File: config.mk
export PLATFORM = sky130hd
export DESIGN_NAME = itch_msg_sequencer
export DESIGN_NICKNAME = d
export VERILOG_FILES = /design/src/rtl/itch_msg_sequencer.sv
export SDC_FILE = /design/constraint.sdc
export NUM_CORES = 1
export LEC_CHECK = 0
export BUFFER_PORTS_ARGS = -buffer_cell sky130_fd_sc_hd__buf_2
export CORE_MARGIN = 2
export CORE_UTILIZATION = 30
export DETAILED_ROUTE_END_ITERATION = 8
export GPL_TIMING_DRIVEN = 0
export PLACE_DENSITY = 0.52
export SETUP_SLACK_MARGIN = 0.05
export SLEW_MARGIN = 15
export SYNTH_ARGS = -nofsm -noshare
export SYNTH_HDL_FRONTEND = slang
export SYNTH_SLANG_ARGS = --single-unit
File: constraint.sdc
create_clock -name clk -period 1.8 [get_ports clk]
set_input_delay 0.18 -clock clk [delete_from_list [all_inputs] [get_ports clk]]
set_output_delay 0.18 -clock clk [all_outputs]
set_load 0.03 [all_outputs]
File: src/rtl/itch_msg_sequencer.sv
// ITCH message front-end: parses a length-prefixed byte stream and drives the shared decoder bus.
// Optional saturating statistics counters are enabled with the ITCH_SEQ_STATS_EN macro.
module itch_msg_sequencer #(
  parameter int MAX_LEN = 63,
  parameter int MIN_LEN = 1
) (
  input  logic        clk,
  input  logic        rst,
  input  logic [7:0]  in_byte,
  input  logic        in_valid,
  output logic [7:0]  payload_out,
  output logic        payload_valid_out,
  output logic        start_flag,
  output logic [5:0]  expected_length,
  output logic        length_valid,
  output logic [3:0]  dec_sel,
  output logic [7:0]  msg_type,
  output logic        msg_done,
  output logic        len_err,
  output logic        drop_err
`ifdef ITCH_SEQ_STATS_EN
  ,
  output logic [31:0] stat_msgs,
  output logic [15:0] stat_drops,
  output logic [15:0] stat_len_errs
`endif
);

  localparam logic [15:0] LP_MIN = 16'(MIN_LEN);
  localparam logic [15:0] LP_MAX = 16'(MAX_LEN);

  typedef enum logic [1:0] {S_LEN_HI, S_LEN_LO, S_BODY, S_DROP} state_t;

  state_t      r_state;
  logic [7:0]  r_len_hi;
  logic [15:0] r_rem;
  logic        r_first;
  logic [7:0]  r_payload;
  logic        r_pv;
  logic        r_start;
  logic [5:0]  r_exp_len;
  logic        r_lv;
  logic [3:0]  r_dec_sel;
  logic [7:0]  r_msg_type;
  logic        r_done;
  logic        r_len_err;
  logic        r_drop_err;

  logic [15:0] w_len;
  logic        w_len_bad;
  logic [3:0]  w_sel;
  logic [15:0] w_tbl_len;
  logic        w_known;

  assign w_len     = {r_len_hi, in_byte};
  assign w_len_bad = (w_len < LP_MIN) || (w_len > LP_MAX);

  // Fixed body-length table for the four decoded message types.
  always_comb begin
    w_sel     = 4'b0000;
    w_tbl_len = 16'd0;
    case (in_byte)
      8'h41:   begin w_sel = 4'b0001; w_tbl_len = 16'd36; end
      8'h58:   begin w_sel = 4'b0010; w_tbl_len = 16'd23; end
      8'h44:   begin w_sel = 4'b0100; w_tbl_len = 16'd19; end
      8'h45:   begin w_sel = 4'b1000; w_tbl_len = 16'd31; end
      default: begin w_sel = 4'b0000; w_tbl_len = 16'd0;  end
    endcase
  end

  assign w_known = |w_sel;

  always_ff @(posedge clk) begin
    if (rst) begin
      r_state    <= S_LEN_HI;
      r_len_hi   <= 8'd0;
      r_rem      <= 16'd0;
      r_first    <= 1'b0;
      r_payload  <= 8'd0;
      r_pv       <= 1'b0;
      r_start    <= 1'b0;
      r_exp_len  <= 6'd0;
      r_lv       <= 1'b0;
      r_dec_sel  <= 4'd0;
      r_msg_type <= 8'd0;
      r_done     <= 1'b0;
      r_len_err  <= 1'b0;
      r_drop_err <= 1'b0;
    end else begin
      r_start    <= 1'b0;
      r_lv       <= r_start;  // decoders clear on start_flag, then relatch length
      r_pv       <= 1'b0;
      r_done     <= 1'b0;
      r_len_err  <= 1'b0;
      r_drop_err <= 1'b0;
      case (r_state)
        S_LEN_HI: begin
          if (in_valid) begin
            r_len_hi <= in_byte;
            r_state  <= S_LEN_LO;
          end
        end
        S_LEN_LO: begin
          if (in_valid) begin
            r_rem <= w_len;
            if (w_len_bad) begin
              r_drop_err <= 1'b1;
              r_state    <= (w_len == 16'd0) ? S_LEN_HI : S_DROP;
            end else begin
              r_exp_len <= w_len[5:0];
              r_start   <= 1'b1;
              r_dec_sel <= 4'd0;
              r_first   <= 1'b1;
              r_state   <= S_BODY;
            end
          end
        end
        S_BODY: begin
          if (in_valid) begin
            r_payload <= in_byte;
            r_pv      <= 1'b1;
            r_first   <= 1'b0;
            if (r_first) begin
              r_msg_type <= in_byte;
              r_dec_sel  <= w_sel;
              r_len_err  <= w_known && (r_rem != w_tbl_len);
            end
            if (r_rem != 16'd0) r_rem <= r_rem - 16'd1;
            if (r_rem <= 16'd1) begin
              r_done  <= 1'b1;
              r_state <= S_LEN_HI;
            end
          end
        end
        S_DROP: begin
          if (in_valid) begin
            if (r_rem != 16'd0) r_rem <= r_rem - 16'd1;
            if (r_rem <= 16'd1) r_state <= S_LEN_HI;
          end
        end
        default: r_state <= S_LEN_HI;
      endcase
    end
  end

  assign payload_out       = r_payload;
  assign payload_valid_out = r_pv;
  assign start_flag        = r_start;
  assign expected_length   = r_exp_len;
  assign length_valid      = r_lv;
  assign dec_sel           = r_dec_sel;
  assign msg_type          = r_msg_type;
  assign msg_done          = r_done;
  assign len_err           = r_len_err;
  assign drop_err          = r_drop_err;

`ifdef ITCH_SEQ_STATS_EN
  logic [31:0] r_stat_msgs;
  logic [15:0] r_stat_drops;
  logic [15:0] r_stat_len_errs;

  // Counters follow the registered event pulses, so they land one cycle later.
  always_ff @(posedge clk) begin
    if (rst) begin
      r_stat_msgs     <= 32'd0;
      r_stat_drops    <= 16'd0;
      r_stat_len_errs <= 16'd0;
    end else begin
      if (r_done && (r_stat_msgs != '1))         r_stat_msgs     <= r_stat_msgs + 32'd1;
      if (r_drop_err && (r_stat_drops != '1))    r_stat_drops    <= r_stat_drops + 16'd1;
      if (r_len_err && (r_stat_len_errs != '1))  r_stat_len_errs <= r_stat_len_errs + 16'd1;
    end
  end

  assign stat_msgs     = r_stat_msgs;
  assign stat_drops    = r_stat_drops;
  assign stat_len_errs = r_stat_len_errs;
`endif

endmodule

==> qor.csv, run 1 <==
stage,metric,value,unit
placement,PortBufs,39,
cts,CTS tree,built,
cts,CTS Buf Count,9,
global_routing,Tot GR Track Use,0.1825,
yosys,Syn Std Cell Area,2805,um2
hold_path,Min-Delay Startpoint,rst,
routing,DRC,0,
timing,Slew @ Worst Pin,0.6559,ns
timing,Final Critical Period,1.949,ns
yosys,leading post-synthesis cells by cell area,"dfxtp_1, mux2i_1, a21oi_1, nand2_1, nor2_1",
routing,DR iter-0 viols,237,
yosys,share of the synthesized area in the top cell type,0.4211,
critical_path,R2R Setup Slk,-0.15,ns
cts,Max H-tree Level,3,
critical_path,cells on worst reg2reg path,6,
yosys,Ys Warns,0,
power_and_ir_drop,Overall Power,3.655,mW
critical_path,Critical Path AT,2.23,ns
critical_path,critical path data required time,2.08,ns
routing,met1 wire length,4.198,mm
cells_and_area,layout cells sized above 1,0.3230,
yosys,Synth cell types,49,
cts,CTS sink count,59,
global_routing,global-route wire length before repair,14.15,mm
critical_path,CP Launch Type,flop,
outcome,failing checks,setup timing,
cells_and_area,Util after Layout,0.4126,
cells_and_area,"most common cell after layout, fill and taps aside",dfxtp_1,
timing,Hold Slack,0.09272,ns
global_routing,largest net degree at the start of global routing,14,
routing,antenna-violating nets left,0,
cells_and_area,diode count,0,
placement,HPWL after DPL,6.003,mm
yosys,post-synthesis sequential area ratio,0.4211,
timing,period utilization,1.083,
power_and_ir_drop,LEAKAGE,1.524,nW
cells_and_area,Final Net Count,427,
routing,top routing layer in use,met4,
yosys,Mapped Nets,358,
critical_path,Reg2Reg Launch Point,r_len_hi[7]$_SDFFE_PP0P_,
yosys,Seq cells post-synth,59,
routing,First-pass DRT Iterations,7,
die,Core Region,9153,um2
yosys,leading area contributor after synthesis,dfxtp_1,
power_and_ir_drop,PD cells,967.9,nW/um2
yosys,"Top FF cell, synth",dfxtp_1,
yosys,cells after synthesis,344,
timing,relative slew slack,0.5627,
timing,final setup vio count,8,
job,total of max-cap violations,0,
yosys,Post-synth ARST share,0,
cts,clock root cell,clkbuf_8,
critical_path,crit end category,flop,
hold_path,hold path depth,2,
hold_path,Worst Hold End,drop_err$_SDFF_PP0_,
routing,met2 wire len,4.212,mm
timing,RSZ-0062 raised after global routing,true,
global_routing,antenna violations before repair,0,
routing,final wirelength,9.212,mm
cts,maximum clock path buffer count,2,
cells_and_area,Layout area overhead,34.61,%
routing,DR vias,2888,
global_routing,vias in the first global route,2560,
routing,Via density,5.459,
timing,Layout Skew,0.01292,ns
yosys,"EDFF count, synth",0,
critical_path,CP max FO,6,
hold_path,Worst Hold Class,in2reg,
placement,Routability Congestion,0.8707,
cts,Worst-path clk slew,0.08,ns
die,I/O pin cnt,43,
cts,CTS Hold Bufs,0,
power_and_ir_drop,worst vdd ir,0.0005250,V
cells_and_area,"commonest cells after routing, fill and taps aside","dfxtp_1, buf_2, nand2_1",
timing,final slew viol count,0,
timing,Peak Freq,513.1,MHz
global_routing,global route overflow,0,
die,Die Width,100.7,um
timing,post-route setup slack,-0.1490,ns
outcome,status,"finished, violations left",
die,Starting Density,0.3065,
cts,worst-skew pair later-pin latency,0.35,ns
yosys,mean area per synthesized cell,8.155,um2
routing,met3 routed WL,660,um
routing,WL per Instance,17.41,um
critical_path,worst setup path class,reg2reg,
critical_path,FF-to-FF End,dec_sel[1]$_SDFFE_PP0P_,
timing,Fin. Hold Viols,0,
die,Die Ht,100.7,um
die,die area,10140,um2
placement,Setup Slack @ Placement,-0.6184,ns
die,# rows,35,
power breakdown:
| group | internal [mW] | leakage, nW | switching, mW |
|---|---|---|---|
| combinational | 0.439 | 0.943 | 0.566 |
| clock | 0.523 | 0.0925 | 0.639 |
| sequential | 1.38 | 0.488 | 0.111 |
| total | 2.34 | 1.52 | 1.32 |
cells in the mapped netlist (2+ instances only):
| cell | instances |
|---|---|
| ha_1 | 3 |
| o21ai_1 | 4 |
| a2111oi_0 | 2 |
| a221oi_1 | 2 |
| nand3_1 | 25 |
| dfxtp_1 | 59 |
| buf_1 | 2 |
| nor2b_1 | 2 |
| inv_1 | 8 |
| nor4b_1 | 2 |
| a21oi_1 | 37 |
| a22oi_1 | 4 |
| mux2i_1 | 21 |
| or4b_1 | 3 |
| nand2_1 | 40 |
| o21ai_0 | 8 |
| a2111o_1 | 3 |
| nand3b_1 | 2 |
| or3b_2 | 2 |
| clkbuf_1 | 24 |
| nor2_1 | 36 |
| or3_1 | 2 |
| nor4_1 | 7 |
| nor3_1 | 11 |
| a211oi_1 | 3 |
| a31oi_1 | 9 |
worst max-delay path, cell delays in order, from the launching register on:
cell and delay (ns):
dfxtp_1 0.32, or4_4 0.49, nor4_4 0.21, buf_4 0.18, nand3_4 0.11, a2111o_1 0.45
a21oi_1 0.12
layer usage:
layer	global-route usage	up-vias
met4	0.05479	0
met3	0.05548	12
li1	-	1382
met2	0.2769	118
met1	0.2490	1376
met5	0	-
layout make-up:
cell class              count  area (um2)
multi-input cells         250        1688
clock inverters             7       58.81
plain buffers              21       105.1
fillers                   943        5376
well taps                 111       138.9
clock buffers               9       123.9
repair buffers             63       400.4
flip-flops and latches     59        1220
inverters                   9       41.29
cell families (layout without fill, tap and decap cells):
logic type	count (synthesis)	in the layout	share of synthesized area
xor+xnor	1	1	0.003123
buf+inv	35	109	0.04683
flops	59	59	0.4211
compound gates	81	81	0.1775
simple gates	144	144	0.2632
fa+ha+maj	3	3	0.01338
mux	21	21	0.07493
per-stage QoR:
stage                     TNS, ns  instances  instance area, um2
final                     -0.4831        529                3776
after global placement     -16.77        494                3192
after global routing       -1.674        529                3776
after floorplan           -0.3840        344                2858
after CTS                 -0.5946        515                3526
after detailed placement   -15.15        494                3192
worst max-delay path by stage:
stage	start	to
2_1_floorplan	r_len_hi[7]$_SDFFE_PP0P_	dec_sel[1]$_SDFFE_PP0P_
3_3_place_gp	r_state[1]$_SDFFE_PP0P_	r_rem[6]$_SDFFE_PP0P_
3_5_place_dp	r_state[1]$_SDFFE_PP0P_	r_rem[3]$_SDFFE_PP0P_
4_1_cts	r_len_hi[1]$_SDFFE_PP0P_	dec_sel[1]$_SDFFE_PP0P_
5_1_grt	r_len_hi[7]$_SDFFE_PP0P_	dec_sel[1]$_SDFFE_PP0P_
6_report	r_len_hi[7]$_SDFFE_PP0P_	dec_sel[1]$_SDFFE_PP0P_
state kept, by name, summed over array words and instances, names as in the netlist:
signal and flops:
r_rem 16, msg_type 8, payload_out 8, r_len_hi 8, expected_length 6, dec_sel 4, r_state 2, drop_err 1
len_err 1, length_valid 1, msg_done 1, payload_valid_out 1, r_first 1, start_flag 1
what timing repair did:
action	in CTS	in global routing
setup buffers	10	13
setup endpoints to repair	54	40
gates resized for setup	31	36
pin swaps	7	9
gates cloned	0	1
hold endpoints to repair	0	0
Power figures use the tool's default switching activity.
==> run 2, diff against run 1 <==
--- a/config.mk
+++ b/config.mk
@@ -16,3 +16,4 @@
 export SYNTH_ARGS = -nofsm -noshare
 export SYNTH_HDL_FRONTEND = slang
 export SYNTH_SLANG_ARGS = --single-unit
+export TNS_END_PERCENT = 5
==> qor.csv, run 2 (synthesis results as in run 1) <==
stage,metric,value,unit,change
outcome,status,"finished, violations left",,
outcome,failing checks,setup timing,,
placement,HPWL after DPL,5.934,mm,-1.2%
routing,final wirelength,8.670,mm,-5.9%
cells_and_area,final std cells w/o fill,512,,-3.2%
cells_and_area,diode count,0,,unchanged
placement,Setup Slack @ Placement,-0.6788,ns,-0.06043 ns
global_routing,antenna violations before repair,0,,unchanged
routing,First-pass DRT Iterations,4,,-3
power_and_ir_drop,LEAKAGE,1.404,nW,-7.9%
timing,relative slew slack,0.5628,,about the same
die,# rows,35,,unchanged
routing,antenna-violating nets left,0,,unchanged
routing,DR iter-0 viols,175,,-26%
die,die area,10140,um2,unchanged
placement,Area after DPL,3148,um2,-1.4%
power_and_ir_drop,Overall Power,3.548,mW,-2.9%
global_routing,Tot GR Track Use,0.1756,,-0.006891
cells_and_area,"Most flops, register",r_rem,,
cells_and_area,Layout Cell Area excl Fill,3531,um2,-6.5%
timing,post-route setup slack,-0.1270,ns,+0.02202 ns
timing,Fin. Hold Viols,0,,unchanged
timing,RSZ-0062 raised after global routing,true,,
critical_path,CP Launch Type,flop,,
power_and_ir_drop,worst vdd ir,0.0005099,V,-2.9%
die,Die Ht,100.7,um,unchanged
routing,WL per Instance,16.93,um,-2.8%
cells_and_area,layout cells sized above 1,0.2519,,-0.07110
critical_path,worst setup path class,reg2reg,,
timing,Hold Slack,0.06583,ns,-0.02689 ns
power_and_ir_drop,PD cells,1005,nW/um2,+3.8%
critical_path,Critical Path AT,2.21,ns,-0.02 ns
cts,clock root cell,clkbuf_8,,
die,Core Region,9153,um2,unchanged
timing,Slew @ Worst Pin,0.6558,ns,-0.0001026 ns
critical_path,critical path data required time,2.08,ns,about the same
cells_and_area,"most common cell after layout, fill and taps aside",dfxtp_1,,
cts,worst-skew pair later-pin latency,0.35,ns,about the same
cells_and_area,Util after Layout,0.3858,,-0.02679
die,I/O pin cnt,43,,unchanged
routing,DRC,0,,unchanged
timing,period utilization,1.071,,-0.01223
die,Starting Density,0.3065,,unchanged
hold_path,Worst Hold Class,in2reg,,
cells_and_area,"commonest cells after routing, fill and taps aside","dfxtp_1, buf_2, nand2_1",,
placement,placed cell count,494,,unchanged
timing,Peak Freq,518.9,MHz,+1.1%
job,total of max-cap violations,0,,unchanged
timing,setup TNS,-0.6102,ns,-0.1271 ns
cts,CTS Buf Count,9,,unchanged
die,Die Width,100.7,um,unchanged
critical_path,crit end category,flop,,
global_routing,global-route wire length before repair,13.67,mm,-3.4%
global_routing,largest net degree at the start of global routing,13,,-1
cts,Worst-path clk slew,0.07,ns,about the same
timing,final setup vio count,13,,+5
placement,PortBufs,39,,unchanged
critical_path,CP max FO,6,,unchanged
routing,DR vias,2782,,-3.7%
cts,CTS tree,built,,
timing,Final Critical Period,1.927,ns,-0.02202 ns
routing,Via density,5.434,,-0.47%
global_routing,global route overflow,0,,unchanged
timing,Layout Skew,0.007515,ns,-0.005409 ns
cts,maximum clock path buffer count,2,,unchanged
cells_and_area,max reg flops,16,,unchanged
timing,final slew viol count,0,,unchanged
cts,Max H-tree Level,3,,unchanged
cts,CTS sink count,59,,unchanged
cts,CTS Hold Bufs,0,,unchanged
cells_and_area,Final Net Count,410,,-4.0%
cells_and_area,Layout area overhead,25.87,%,
placement,Routability Congestion,0.9340,,+7.3%
global_routing,vias in the first global route,2613,,+2.1%
## run 2: repair_timing
| item | in CTS | in global routing |
|---|---|---|
| pin swaps | 9 | 10 |
| gates cloned | 0 | 0 |
| setup buffers | 6 | 0 |
| hold endpoints to repair | 0 | 0 |
| gates resized for setup | 42 | 5 |
| endpoints found under the setup margin | 55 | 46 |
## run 2: power breakdown
group / internal (mW) / total, mW / switching (mW)
sequential: 1.38 / 1.48 / 0.101
clock: 0.645 / 1.24 / 0.597
combinational: 0.326 / 0.829 / 0.503
total: 2.35 / 3.55 / 1.20
## run 2: cell type report
class                           count  area (um2)
Tap cell                          111       138.9
Fill cell                         941        5622
Clock buffer                        9       123.9
Multi-Input combinational cell    250        1610
Sequential cell                    59        1199
Clock inverter                      7       76.32
Buffer                             22       103.9
Inverter                            9       38.79
Timing Repair Buffer               45       240.2
## run 2: worst paths after layout
check / startpoint / to / slack [ns] / cells after the start
min: rst / drop_err$_SDFF_PP0_ / 0.07 / 2
min reg2reg: msg_type[7]$_SDFFE_PP0P_ / msg_type[7]$_SDFFE_PP0P_ / 0.45 / 2
max: r_len_hi[7]$_SDFFE_PP0P_ / dec_sel[2]$_SDFFE_PP0P_ / -0.13 / 6
max reg2reg: r_len_hi[7]$_SDFFE_PP0P_ / dec_sel[2]$_SDFFE_PP0P_ / -0.13 / 6
## run 2: layer usage
metal / wire length (um) / up-vias / global-route usage
met5: 0 / - / 0
met4: 201 / 0 / 0.06639
met3: 499 / 17 / 0.04508
met2: 3855 / 89 / 0.2651
met1: 4114 / 1329 / 0.2406
li1: - / 1347 / -
## run 2: critical path, cell delays in order (launching register included)
cell and delay, ns:
dfxtp_1 0.32, or4_4 0.49, nor4_4 0.22, buf_4 0.18, nand3_4 0.11, a2111o_1 0.40, a21oi_1 0.14
